--- config.mk ---
export PLATFORM = sky130hd
export DESIGN_NAME = prm_edge_mask_packer
export DESIGN_NICKNAME = d
export VERILOG_FILES = /design/src/rtl/prm_mask_pkg.sv /design/src/rtl/prm_popcnt.sv /design/src/rtl/prm_edge_mask_packer.sv
export SDC_FILE = /design/constraint.sdc
export NUM_CORES = 1
export LEC_CHECK = 0
export BUFFER_PORTS_ARGS = -buffer_cell sky130_fd_sc_hd__buf_4
export CAP_MARGIN = 15
export CORE_MARGIN = 1
export CORE_UTILIZATION = 25
export CTS_CLUSTER_DIAMETER = 100
export DETAILED_ROUTE_END_ITERATION = 8
export GPL_ROUTABILITY_DRIVEN = 0
export PLACE_DENSITY_LB_ADDON = 0.05
export SYNTH_ARGS = -nofsm -noshare
export SYNTH_HDL_FRONTEND = slang
export SYNTH_SLANG_ARGS = --single-unit
--- constraint.sdc ---
create_clock -name clk -period 3.8 [get_ports clk]
set_input_delay 0.19 -clock clk [delete_from_list [all_inputs] [get_ports clk]]
set_output_delay 0.19 -clock clk [all_outputs]
set_load 0.02 [all_outputs]
--- src/rtl/prm_mask_pkg.sv ---
// Shared types and sizing helpers for the PRM edge-mask packer.
package prm_mask_pkg;

  typedef enum logic {
    IDLE = 1'b0,
    SEND = 1'b1
  } state_e;

  localparam int DEF_N_EDGES = 512;
  localparam int DEF_WORD_W  = 32;

  function automatic int n_words(input int n_edges, input int word_w);
    return (n_edges + word_w - 1) / word_w;
  endfunction

  // Index width never collapses to zero, even for single-word frames.
  function automatic int idx_w(input int nw);
    return (nw > 1) ? $clog2(nw) : 1;
  endfunction

endpackage

--- src/rtl/prm_popcnt.sv ---
// Combinational population count of one output word.
module prm_popcnt #(
  parameter int WORD_W = 32,
  localparam int PC_W  = $clog2(WORD_W + 1)
) (
  input  logic [WORD_W-1:0] i_data,
  output logic [PC_W-1:0]   o_cnt
);

  always_comb begin
    o_cnt = '0;
    for (int i = 0; i < WORD_W; i++) begin
      o_cnt = o_cnt + PC_W'(i_data[i]);
    end
  end

endmodule

--- src/rtl/prm_edge_mask_packer.sv ---
// Captures a full checker edge mask and streams it as WORD_W-wide words.
// Optional blocked-edge counter enabled by defining PRM_MASK_POPCNT_EN.
module prm_edge_mask_packer
  import prm_mask_pkg::*;
#(
  parameter int N_EDGES  = DEF_N_EDGES,
  parameter int WORD_W   = DEF_WORD_W,
  localparam int N_WORDS = n_words(N_EDGES, WORD_W),
  localparam int IDX_W   = idx_w(N_WORDS)
) (
  input  logic               clk,
  input  logic               rst_n,
  input  logic               mask_valid,
  input  logic [N_EDGES-1:0] mask_in,
  output logic               mask_ready,
  input  logic               abort,
  output logic               word_valid,
  output logic [WORD_W-1:0]  word_data,
  output logic [IDX_W-1:0]   word_idx,
  output logic               word_last,
  input  logic               word_ready
`ifdef PRM_MASK_POPCNT_EN
  ,
  output logic [$clog2(N_EDGES+1)-1:0] blocked_cnt,
  output logic                         cnt_valid
`endif
);

  localparam int PAD_W = N_WORDS * WORD_W;

  state_e             r_state;
  state_e             w_state_nxt;
  logic [IDX_W-1:0]   r_idx;
  logic [PAD_W-1:0]   r_mask;
  logic               w_capture;
  logic               w_hs;
  logic               w_last;

  assign w_last    = (r_idx == IDX_W'(N_WORDS - 1));
  assign w_capture = (r_state == IDLE) && mask_valid && !abort;
  assign w_hs      = (r_state == SEND) && word_ready;

  always_ff @(posedge clk or negedge rst_n) begin
    if (!rst_n) begin
      r_state <= IDLE;
    end else begin
      r_state <= w_state_nxt;
    end
  end

  always_comb begin
    w_state_nxt = r_state;
    case (r_state)
      IDLE: if (w_capture) w_state_nxt = SEND;
      SEND: if (abort || (word_ready && w_last)) w_state_nxt = IDLE;
      default: w_state_nxt = IDLE;
    endcase
  end

  // The capture register shifts down one word per handshake, so the current
  // word always sits in the low bits; padding above N_EDGES is zero-filled.
  always_ff @(posedge clk or negedge rst_n) begin
    if (!rst_n) begin
      r_idx  <= '0;
      r_mask <= '0;
    end else if (w_capture) begin
      r_idx  <= '0;
      r_mask <= PAD_W'(mask_in);
    end else if (w_hs && !w_last) begin
      r_idx  <= r_idx + IDX_W'(1);
      r_mask <= r_mask >> WORD_W;
    end
  end

  assign mask_ready = (r_state == IDLE);
  assign word_valid = (r_state == SEND);
  assign word_data  = r_mask[WORD_W-1:0];
  assign word_idx   = r_idx;
  assign word_last  = w_last;

`ifdef PRM_MASK_POPCNT_EN
  localparam int CNT_W = $clog2(N_EDGES + 1);
  localparam int PC_W  = $clog2(WORD_W + 1);

  logic [PC_W-1:0]  w_pc;
  logic [CNT_W-1:0] w_acc_sum;
  logic [CNT_W-1:0] r_acc;
  logic [CNT_W-1:0] r_blocked;
  logic             r_cnt_valid;

  prm_popcnt #(.WORD_W(WORD_W)) u_popcnt (
    .i_data (r_mask[WORD_W-1:0]),
    .o_cnt  (w_pc)
  );

  // Padding bits are zero, so the per-word count never exceeds N_EDGES in total.
  assign w_acc_sum = r_acc + CNT_W'(w_pc);

  always_ff @(posedge clk or negedge rst_n) begin
    if (!rst_n) begin
      r_acc       <= '0;
      r_blocked   <= '0;
      r_cnt_valid <= 1'b0;
    end else begin
      r_cnt_valid <= 1'b0;
      if (w_capture) begin
        r_acc <= '0;
      end else if (w_hs) begin
        r_acc <= w_acc_sum;
      end
      if (w_hs && w_last && !abort) begin
        r_blocked   <= w_acc_sum;
        r_cnt_valid <= 1'b1;
      end
    end
  end

  assign blocked_cnt = r_blocked;
  assign cnt_valid   = r_cnt_valid;
`endif

endmodule

==> summary.txt <==
initial core utilization: 25.18%
Syn Area/Cell: 8.479 sq um
delay-heaviest family, CP: buffers and inverters
layout cells sized above 1: 18.81%
clock buffer count from CTS: 66
dpl hpwl: 74.19 mm
DRC Markers: 0
Total Routing Usage GR: 21.97%
Slew Limit Fails: 0
Cells after Synth: 2918
Max Root-Sink Buffers: 3
leakage power: 15.36 nW
max_slew headroom: 28.33%
critical path startpoint category: register
slowest stage delay, CP: 0.48 ns
Syn-to-layout area delta: 49.40%
chip width: 316.6 microns
vias: 26248
worst-margin pin slew: 1.075 ns
Worst Path Buf+Inv: 2
hold crit path type: in -> async
critical path peak fanout: 93
Pwr per Cell Area: 455.0 nW/um^2
nets@finish: 4269
final hold violations: 0
min Tclk post-route: 2.435 ns
worst r2r src: word_idx[0]
H-tree depth: 3
vias in the first global route: 27482
max-cap violations: 0
WP data arrival: 2.24 ns
post-synth cell types: 23
Tot Pwr: 16.82 mW
CTS tree: yes
Setup TNS Final: 0 ns
initial antenna violation count: 19
RSZ-0062 raised after global routing: no
DR WL/cell: 22.24 microns
number of I/O pins: 556
yosys warns: 0
Peak VDD IR: 0.2868 mV
routed vias/inst: 5.156
Reg2Reg Setup Slack: 1.43 ns
clock root buffer: clkbuf_16
number of port buffers: 555
clock sink count: 517
period utilization: 64.08%
clk slew on worst S/H paths: 0.06 ns
1st-iter DRT viols: 1576
final wirelength: 113.2 mm
R2R depth: 6
largest net degree at the start of global routing: 171
r2r endpoint: word_idx[3]
Critical-path top delay cell: inv_8
Core Region: 98280 sq um
clk_lat worst skew: 0.60 ns
wire length of the first global-routing pass: 168.9 mm
filler instances: 10203
TritonRoute pass-1 iters: 7
CP Capture Type: output port
fin util: 37.61%
Final Skew: 0.02193 ns
Final setup viols: 0
#FFs+latches synth: 517
Cell Chain, Critical Path: ha_1 > nand3_4 > inv_8 > buf_4
# rows: 115
DIE AREA: 100200 sq um
Synthesized Nets: 3436
Seq/Total Area, Yosys: 52.29%
final antenna-violating net count: 0
status: finished, final reports clean
WHS: 0.2181 ns
CP Class: reg -> out
fmax: 410.7 MHz
mapped cell area: 24740 sq um
global route overflow: 0
Die Ht: 316.6 microns
worst path required time: 3.61 ns
-- routing by layer --
metal / track usage, % / part of all wire [%]
met1: 27.55 / 42
met2: 37.70 / 50
met3: 3.663 / 4.5
met4: 8.195 / 3.5
met5: 0 / 0.11
-- per-stage QoR --
| stage | cells | setup slack (ns) | area [sq um] |
|---|---|---|---|
| after detailed placement | 4455 | 1.361 | 29710 |
| after global routing | 5090 | 1.144 | 36960 |
| final | 5091 | 1.365 | 36970 |
| after floorplan | 2918 | 2.086 | 24740 |
| after CTS | 5082 | 1.302 | 36940 |
| after global placement | 4455 | 1.470 | 29710 |
-- cells by family (layout without fill, tap and decap cells) --
| group | count (synthesis) | count (layout) | synth area share [%] |
|---|---|---|---|
| compound gates | 1476 | 1476 | 32.31 |
| simple gates | 557 | 557 | 8.536 |
| flops | 517 | 517 | 52.29 |
| buf+inv | 365 | 1242 | 6.731 |
| mux | 2 | 2 | 0.08091 |
| fa+ha+maj | 1 | 1 | 0.05056 |
| other cells | 0 | 9 | 0 |
-- Yosys cell counts --
| library cell | number | area, sq um |
|---|---|---|
| dfrtp_1 | 517 | 12940 |
| o21ai_0 | 513 | 2567 |
| nor2_1 | 482 | 1809 |
| a21oi_1 | 480 | 2402 |
| a31oi_1 | 480 | 3003 |
| clkbuf_1 | 209 | 784.5 |
| buf_2 | 107 | 535.5 |
| nand2_1 | 68 | 255.2 |
| buf_4 | 37 | 277.8 |
| buf_1 | 7 | 26.28 |
| buf_6 | 3 | 33.78 |
| nand3_1 | 3 | 15.01 |
| mux2i_1 | 2 | 20.02 |
| and2_1 | 1 | 6.260 |
| ha_1 | 1 | 12.51 |
| inv_1 | 1 | 3.750 |
| inv_2 | 1 | 3.750 |
| nand3_2 | 1 | 10.01 |
| nor3b_1 | 1 | 7.510 |
| o22ai_1 | 1 | 6.260 |
| o311ai_0 | 1 | 8.760 |
| o31ai_1 | 1 | 7.510 |
| or3b_1 | 1 | 8.760 |
-- cell type report --
class,instances,area [sq um],share of cell area [%]
diodes,9,22.52,0.06093
flip-flops and latches,517,12940,35.00
inverters,2,15.01,0.04062
clock buffers,103,1992,5.389
clock inverters,9,81.33,0.2200
multi-input cells,2036,10170,27.50
repair buffers,1128,10140,27.43
well taps,1287,1610,4.356
-- cells in the final DEF, fill, tap and decap left out, drive strengths merged --
cell type / count
buf: 613
dfrtp: 517
dlygate4sd3: 515
o21ai: 513
nor2: 482
a31oi: 480
a21oi: 480
clkbuf: 103
nand2: 68
diode: 9
clkinv: 5
inv: 5
nand3: 4
mux2i: 2
o311ai: 1
o31ai: 1
o22ai: 1
or3b: 1
nor3b: 1
and2: 1
ha: 1
bufinv: 1
-- how the worst max path moves through the flow --
stage	cells past startpoint	slack (ns)	start	end
after floorplan	6	2.09	word_idx[0]	r_mask[412]
after detailed placement	6	1.36	word_idx[0]	word_idx[3]
after global routing	6	1.14	word_idx[0]	word_idx[3]
after global placement	6	1.47	word_idx[0]	word_idx[3]
final	4	1.37	word_idx[0]	word_last
after CTS	4	1.30	word_idx[0]	word_last
-- what timing repair did --
item                                    CTS  global route
endpoints found under the hold margin   589             0
hold buffers                            515             0
buffers inserted                          0             0
resized for setup                         0             0
endpoints found under the setup margin    0             0
-- worst register-to-register path, cell delays in order (launching register included) --
cell,delay [ns]
dfrtp_1,0.42
ha_1,0.24
nand3_4,0.21
inv_8,0.49
buf_4,0.57
o311ai_0,0.24
o31ai_1,0.11
-- flip-flops by register name, summed over array words and instances, names as in the netlist --
register and flops:
r_mask 512, word_idx 4, word_valid 1
-- power by group --
group          internal, mW  switching (mW)
clock                  3.65            2.50
combinational          1.60            1.67
sequential             6.61           0.796
total                  11.9            4.96
(Power assumes the default switching activity.)
